## config.mk

```make
export PLATFORM = sky130hd
export DESIGN_NAME = rf_wb_arbiter
export DESIGN_NICKNAME = d
export VERILOG_FILES = /design/src/rtl/rf_wb_arbiter.sv
export SDC_FILE = /design/constraint.sdc
export NUM_CORES = 1
export LEC_CHECK = 0
export ABC_AREA = 0
export BUFFER_PORTS_ARGS = -buffer_cell sky130_fd_sc_hd__clkbuf_2
export CAP_MARGIN = 20
export CORE_MARGIN = 4
export CORE_UTILIZATION = 41
export CTS_CLUSTER_SIZE = 30
export DETAILED_ROUTE_END_ITERATION = 10
export HOLD_SLACK_MARGIN = 0.15
export PLACE_DENSITY_LB_ADDON = 0.15
export SETUP_SLACK_MARGIN = 0.05
export SLEW_MARGIN = 30
export SYNTH_ARGS = -nofsm -noshare
export SYNTH_HDL_FRONTEND = slang
export SYNTH_SLANG_ARGS = --single-unit
```

## constraint.sdc

```tcl
create_clock -name clk_i -period 4 [get_ports clk_i]
set_input_delay 0 -clock clk_i [delete_from_list [all_inputs] [get_ports clk_i]]
set_output_delay 0 -clock clk_i [all_outputs]
set_load 0.03 [all_outputs]
```

## src/rtl/rf_wb_arbiter.sv

```systemverilog
// Merges ALU and MEM writebacks onto the register file's single write port, with a starvation guard for the ALU.
// Optional macro RF_WB_BYPASS_EN adds byp_* outputs mirroring the registered write for decode forwarding.
module rf_wb_arbiter #(
    parameter int  XLEN         = 64,
    parameter int  NREGS        = 32,
    parameter int  STARVE_LIMIT = 4,
    localparam int AW           = $clog2(NREGS)
) (
    input  logic            clk_i,
    input  logic            rst_i,
    input  logic            alu_valid_i,
    input  logic [AW-1:0]   alu_rd_i,
    input  logic [XLEN-1:0] alu_data_i,
    output logic            alu_ready_o,
    input  logic            mem_valid_i,
    input  logic [AW-1:0]   mem_rd_i,
    input  logic [XLEN-1:0] mem_data_i,
    output logic            mem_ready_o,
    output logic            rf_we_o,
    output logic [AW-1:0]   rf_waddr_o,
    output logic [XLEN-1:0] rf_wdata_o
`ifdef RF_WB_BYPASS_EN
    ,
    output logic            byp_valid_o,
    output logic [AW-1:0]   byp_addr_o,
    output logic [XLEN-1:0] byp_data_o
`endif
);

    typedef enum logic [0:0] {
        MEM_PRI = 1'b0,
        ALU_PRI = 1'b1
    } state_e;

    localparam logic [7:0] LIMIT = 8'(STARVE_LIMIT);

    state_e          state_q, state_d;
    logic [7:0]      starve_q, starve_d;
    logic            alu_gnt_s, mem_gnt_s;
    logic            rf_we_q, rf_we_d;
    logic [AW-1:0]   rf_waddr_q, rf_waddr_d;
    logic [XLEN-1:0] rf_wdata_q, rf_wdata_d;

    // Grant selection: the priority source wins whenever it is requesting.
    always_comb begin
        alu_gnt_s = 1'b0;
        mem_gnt_s = 1'b0;
        case (state_q)
            MEM_PRI: begin
                mem_gnt_s = mem_valid_i;
                alu_gnt_s = alu_valid_i & ~mem_valid_i;
            end
            ALU_PRI: begin
                alu_gnt_s = alu_valid_i;
                mem_gnt_s = mem_valid_i & ~alu_valid_i;
            end
            default: begin
                alu_gnt_s = 1'b0;
                mem_gnt_s = 1'b0;
            end
        endcase
    end

    assign alu_ready_o = alu_gnt_s;
    assign mem_ready_o = mem_gnt_s;

    // Starvation tracking: promote the ALU once it has been refused LIMIT cycles in a row.
    always_comb begin
        state_d  = state_q;
        starve_d = starve_q;
        case (state_q)
            MEM_PRI: begin
                if (alu_valid_i && !alu_gnt_s) begin
                    if (starve_q >= (LIMIT - 8'd1)) begin
                        starve_d = LIMIT;
                        state_d  = ALU_PRI;
                    end else begin
                        starve_d = starve_q + 8'd1;
                        state_d  = MEM_PRI;
                    end
                end else begin
                    starve_d = 8'd0;
                    state_d  = MEM_PRI;
                end
            end
            ALU_PRI: begin
                if (alu_gnt_s || !alu_valid_i) begin
                    starve_d = 8'd0;
                    state_d  = MEM_PRI;
                end else begin
                    starve_d = starve_q;
                    state_d  = ALU_PRI;
                end
            end
            default: begin
                starve_d = 8'd0;
                state_d  = MEM_PRI;
            end
        endcase
    end

    // Write-port payload: x0 transfers are consumed but never enable the write.
    always_comb begin
        rf_we_d    = 1'b0;
        rf_waddr_d = rf_waddr_q;
        rf_wdata_d = rf_wdata_q;
        if (alu_gnt_s) begin
            rf_we_d    = (alu_rd_i != {AW{1'b0}});
            rf_waddr_d = alu_rd_i;
            rf_wdata_d = alu_data_i;
        end else if (mem_gnt_s) begin
            rf_we_d    = (mem_rd_i != {AW{1'b0}});
            rf_waddr_d = mem_rd_i;
            rf_wdata_d = mem_data_i;
        end else begin
            rf_we_d    = 1'b0;
            rf_waddr_d = rf_waddr_q;
            rf_wdata_d = rf_wdata_q;
        end
    end

    // State, starvation counter and registered write port.
    always_ff @(posedge clk_i or posedge rst_i) begin
        if (rst_i) begin
            state_q    <= MEM_PRI;
            starve_q   <= 8'd0;
            rf_we_q    <= 1'b0;
            rf_waddr_q <= {AW{1'b0}};
            rf_wdata_q <= {XLEN{1'b0}};
        end else begin
            state_q    <= state_d;
            starve_q   <= starve_d;
            rf_we_q    <= rf_we_d;
            rf_waddr_q <= rf_waddr_d;
            rf_wdata_q <= rf_wdata_d;
        end
    end

    assign rf_we_o    = rf_we_q;
    assign rf_waddr_o = rf_waddr_q;
    assign rf_wdata_o = rf_wdata_q;

`ifdef RF_WB_BYPASS_EN
    assign byp_valid_o = rf_we_q;
    assign byp_addr_o  = rf_waddr_q;
    assign byp_data_o  = rf_wdata_q;
`endif

endmodule

```

==> results of run 1 <==
## Yosys cell counts, types with 2 or more instances
cell | number | area (µm²)
dfrtp_1 | 79 | 1980
nand2_1 | 69 | 259
a22oi_2 | 68 | 851
a2bb2oi_2 | 68 | 1020
buf_2 | 27 | 135
buf_8 | 7 | 105
buf_6 | 3 | 33.8
inv_1 | 3 | 11.3
nor2_1 | 2 | 7.51
nor3_1 | 2 | 10.0
o21ai_1 | 2 | 10.0
or4_1 | 2 | 15.0
## cell families after synthesis
group	after synthesis	share of synthesized area [%]
fa+ha+maj	1	0.275
flops	79	43.4
compound gates	141	41.9
buf+inv	42	6.67
other cells	1	0.0823
simple gates	81	7.72
## per-stage QoR
stage / utilization, % / std cells / area [µm²]
detailed placement: 51.6 / 669 / 5590
floorplan: - / 349 / 4570
global placement: 51.5 / 669 / 5590
==> flow_metrics.env, run 1 <==
export IMPL_post_cts_resized=0
export IMPL_fp_dieW_um=113
export IMPL_hpwlAfterDp_mm=8.68
export IMPL_synthArstFlopShare_pct=100
export IMPL_synth_edff_count=0
export IMPL_cts_sinks=79
export IMPL_ys_flop_type="dfrtp_1"
export IMPL_synth_warnings=0
export IMPL_cts_made_buffers=9
export IMPL_cts_htree_levels=3
export IMPL_ios=214
export IMPL_ys_types=25
export IMPL_post_cts_buffers=0
export IMPL_ys_ff_latch=79
export IMPL_initial_core_util_pct=42.0
export IMPL_portBuffers=213
export IMPL_cts_hold_buf=138
export IMPL_ys_seq_area_share_pct=43.4
export IMPL_core_rowCount=38
export IMPL_gp_congestion=0.788
export IMPL_firstError="[ERROR RSZ-0060] Max buffer count reached."
export IMPL_dp_slack_ns=2.06
export IMPL_dieHeight_um=113
export IMPL_root_buffer="clkbuf_8"
export IMPL_cts_buffer_depth=2
export IMPL_status="stopped before the end"
export IMPL_syn_area_um2=4560
export IMPL_syn_inst=345
export IMPL_haltStage="clock tree synthesis"
export IMPL_synth_area_per_cell_um2=13.2
==> run 2, diff against run 1 <==
--- a/config.mk
+++ b/config.mk
@@ -9,12 +9,9 @@
 export BUFFER_PORTS_ARGS = -buffer_cell sky130_fd_sc_hd__clkbuf_2
 export CAP_MARGIN = 20
 export CORE_MARGIN = 4
-export CORE_UTILIZATION = 41
-export CTS_CLUSTER_SIZE = 30
+export CORE_UTILIZATION = 26
 export DETAILED_ROUTE_END_ITERATION = 10
-export HOLD_SLACK_MARGIN = 0.15
 export PLACE_DENSITY_LB_ADDON = 0.15
-export SETUP_SLACK_MARGIN = 0.05
 export SLEW_MARGIN = 30
 export SYNTH_ARGS = -nofsm -noshare
 export SYNTH_HDL_FRONTEND = slang
==> run 2 against run 1 <==
  * The run now ends clean
  * Synthesized cell count unchanged
  * Area after synthesis is the same
==> flow_metrics.env, run 2 <==
export IMPL_ys_types=25
export IMPL_first_iter_violations=136
export IMPL_pwr_share_clk_pct=30.1
export IMPL_drv_slew=0
export IMPL_setup_tns_ns=0
export IMPL_synthArstFlopShare_pct=100
export IMPL_routed_via_density=4.56
export IMPL_path_delay_family="buffers and inverters"
export IMPL_p_comb_share_pct=35.1
export IMPL_synth_top_area_cell="dfrtp_1"
export IMPL_syn_to_final_growth_pct=62.0
export IMPL_ios=214
export IMPL_clk_pin_slew_ns=0.06
export IMPL_final_setup_skew_ns=0.00821
export IMPL_cp_required_ns=4.27
export IMPL_cts_sinks=79
export IMPL_yosys_area_share_adder_pct=0.275
export IMPL_hpwlAfterDp_mm=9.15
export IMPL_cap_violations=0
export IMPL_critPathKind="flop to flop"
export IMPL_cts_made_buffers=9
export IMPL_yosysMostFrequentCell="dfrtp_1"
export IMPL_synth_top_area_share_pct=43.4
export IMPL_grt_pass1_vias=4716
export IMPL_synthSimpleGateAreaFrac_pct=7.72
export IMPL_tightest_slew_ns=0.870
export IMPL_critPathMaxFanout=37
export IMPL_grt_use_total_pct=15.2
export IMPL_synth_area_per_cell_um2=13.2
export IMPL_cp_arrival_ns=3.08
export IMPL_hp_class="primary input to flop"
export IMPL_path_buf_inv=2
export IMPL_ys_ff_latch=79
export IMPL_syn_inst=345
export IMPL_critPathMaxStageDelay_ns=0.63
export IMPL_syn_area_um2=4560
export IMPL_swShare_pct=33.4
export IMPL_crit_slowest_cell="buf_4"
export IMPL_diodes=0
export IMPL_dieHeight_um=140
export IMPL_largest_register_ffs=64
export IMPL_setup_viol=0
export IMPL_dr_pass1_iters=4
export IMPL_via_count=4153
export IMPL_post_cts_buffers=0
export IMPL_start_kind="flop"
export IMPL_final_cell_mix="212 x clkbuf_2, 140 x dlygate4sd3_1, 79 x dfrtp_1"
export IMPL_slew_limit_headroom_pct=42.0
export IMPL_final_min_clock_period_ns=2.81
export IMPL_clock_latency_ns=0.34
export IMPL_dp_slack_ns=1.74
export IMPL_post_route_period_util_pct=70.3
export IMPL_synth_xor_area_share_pct=0
export IMPL_synth_edff_count=0
export IMPL_whs_ns=0.0548
export IMPL_layout_commonest_cell="clkbuf_2"
export IMPL_crit_chain="nand2b_4 > nand2_4 > buf_4 > a2bb2oi_2 > dlygate4sd3_1"
export IMPL_fp_dieW_um=140
export IMPL_portBuffers=213
export IMPL_antenna_found_initial=1
export IMPL_initial_core_util_pct=26.4
export IMPL_drc=0
export IMPL_wl_per_cell_um=16.1
export IMPL_gp_congestion=0.733
export IMPL_endpoint_kind="flop"
export IMPL_synth_warnings=0
export IMPL_routed_wl_mm=14.7
export IMPL_max_freq_mhz=356
export IMPL_root_buffer="clkbuf_16"
export IMPL_grt_first_pass_wirelength_mm=24.4
export IMPL_setup_ws_ns=1.19
export IMPL_coreArea_um2=17200
export IMPL_cellInternalPower_mw=1.83
export IMPL_cts_buffer_depth=2
export IMPL_synth_area_mux_share_pct=0
export IMPL_cts_tree="built"
export IMPL_cellLeakagePower_nw=3.31
export IMPL_synth_compound_area_share_pct=41.9
export IMPL_irDropWorstVdd_mv=0.187
export IMPL_core_rowCount=48
export IMPL_nets=823
export IMPL_cts_htree_levels=3
export IMPL_antenna_left=0
export IMPL_grt_max_degree=72
export IMPL_hold_viol_final=0
export IMPL_status="finished, final reports clean"
export IMPL_synth_top_family_by_area="compound AO/OA/AOI/OAI gates"
export IMPL_sequentialPowerShare_pct=34.8
export IMPL_power_switching_mw=0.914
export IMPL_yosys_top_cells_count="79 x dfrtp_1, 69 x nand2_1, 68 x a22oi_2, 68 x a2bb2oi_2, 27 x buf_2"
export IMPL_grt_ovfl_total=0
export IMPL_ys_seq_area_share_pct=43.4
export IMPL_synth_area_leaders="dfrtp_1 43%, a2bb2oi_2 22%, a22oi_2 19%"
export IMPL_rsz0062_at_grt="no"
export IMPL_dieArea_um2=19700
export IMPL_drive_gt1_share_pct=54.9
export IMPL_post_cts_resized=0
export IMPL_ys_flop_type="dfrtp_1"
export IMPL_power_density_nw_per_um2=371
==> run 2: worst reg2reg max path, delay by kind of cell, from the launching register on <==
kind | cells | cell delay [ns]
buf+inv | 2 | 1.23
simple gates | 2 | 0.94
flops | 1 | 0.37
compound gates | 1 | 0.21
==> run 2: kinds of logic (layout without fill, tap and decap cells) <==
| family | count (synthesis) | in the layout |
|---|---|---|
| AND/OR/NAND/NOR | 81 | 81 |
| adder cells (fa/ha/maj) | 1 | 1 |
| buffers and inverters | 42 | 378 |
| flip-flops | 79 | 79 |
| other | 1 | 5 |
| AO/OA/AOI/OAI | 141 | 141 |
==> run 2: power groups by stage <==
stage	Sequential, mW	Clock (mW)	Combinational, mW
after global routing	0.964	0.892	1.04
after CTS	0.953	0.860	0.968
after floorplan	1.15	0	0.364
after detailed placement	0.965	0	0.785
after global placement	0.966	0	0.778
final	0.952	0.825	0.963
==> run 2: worst paths after layout <==
path / from / endpoint / slack (ns) / cells after the start
worst max-delay path: state_q / rf_wdata_o[30] / 1.19 / 5
worst min-delay path: mem_rd_i[0] / rf_we_o / 0.05 / 4
worst max register to register: state_q / rf_wdata_o[30] / 1.19 / 5
worst min register to register: starve_q[0] / starve_q[0] / 0.56 / 1
max in group asynchronous: rst_i / rf_wdata_o[48] / 2.67 / 4
min in group asynchronous: rst_i / rf_wdata_o[46] / 0.33 / 3
==> run 2: layout make-up <==
type	count	area [µm²]
fillers	1666	9850
repair buffers	358	2510
multi-input cells	228	2300
flip-flops and latches	79	1980
well taps	225	282
clock buffers	10	229
clock inverters	6	61.3
inverters	4	23.8
==> run 2: metrics by stage <==
step / std cells / total power [mW] / instance area (µm²) / util (%)
after floorplan: 349 / 1.51 / 4570 / -
after global placement: 754 / 1.74 / 5690 / 33.0
after detailed placement: 754 / 1.75 / 5690 / 33.0
after CTS: 910 / 2.78 / 7380 / 42.8
after global routing: 910 / 2.89 / 7380 / 42.8
final: 910 / 2.74 / 7380 / 42.8
==> run 2: repair_timing <==
item	in CTS	in global routing
hold buffers	140	0
endpoints found under the setup margin	0	0
endpoints found under the hold margin	112	0
==> run 2: metal layers <==
metal	vias to the layer above	global-route usage [%]	wire, µm
met4	2	4.74	188
li1	1967	-	-
met5	-	0	15
met3	15	3.35	893
met1	2032	19.1	6330
met2	137	26.2	7230
Power figures use the tool's default switching activity.
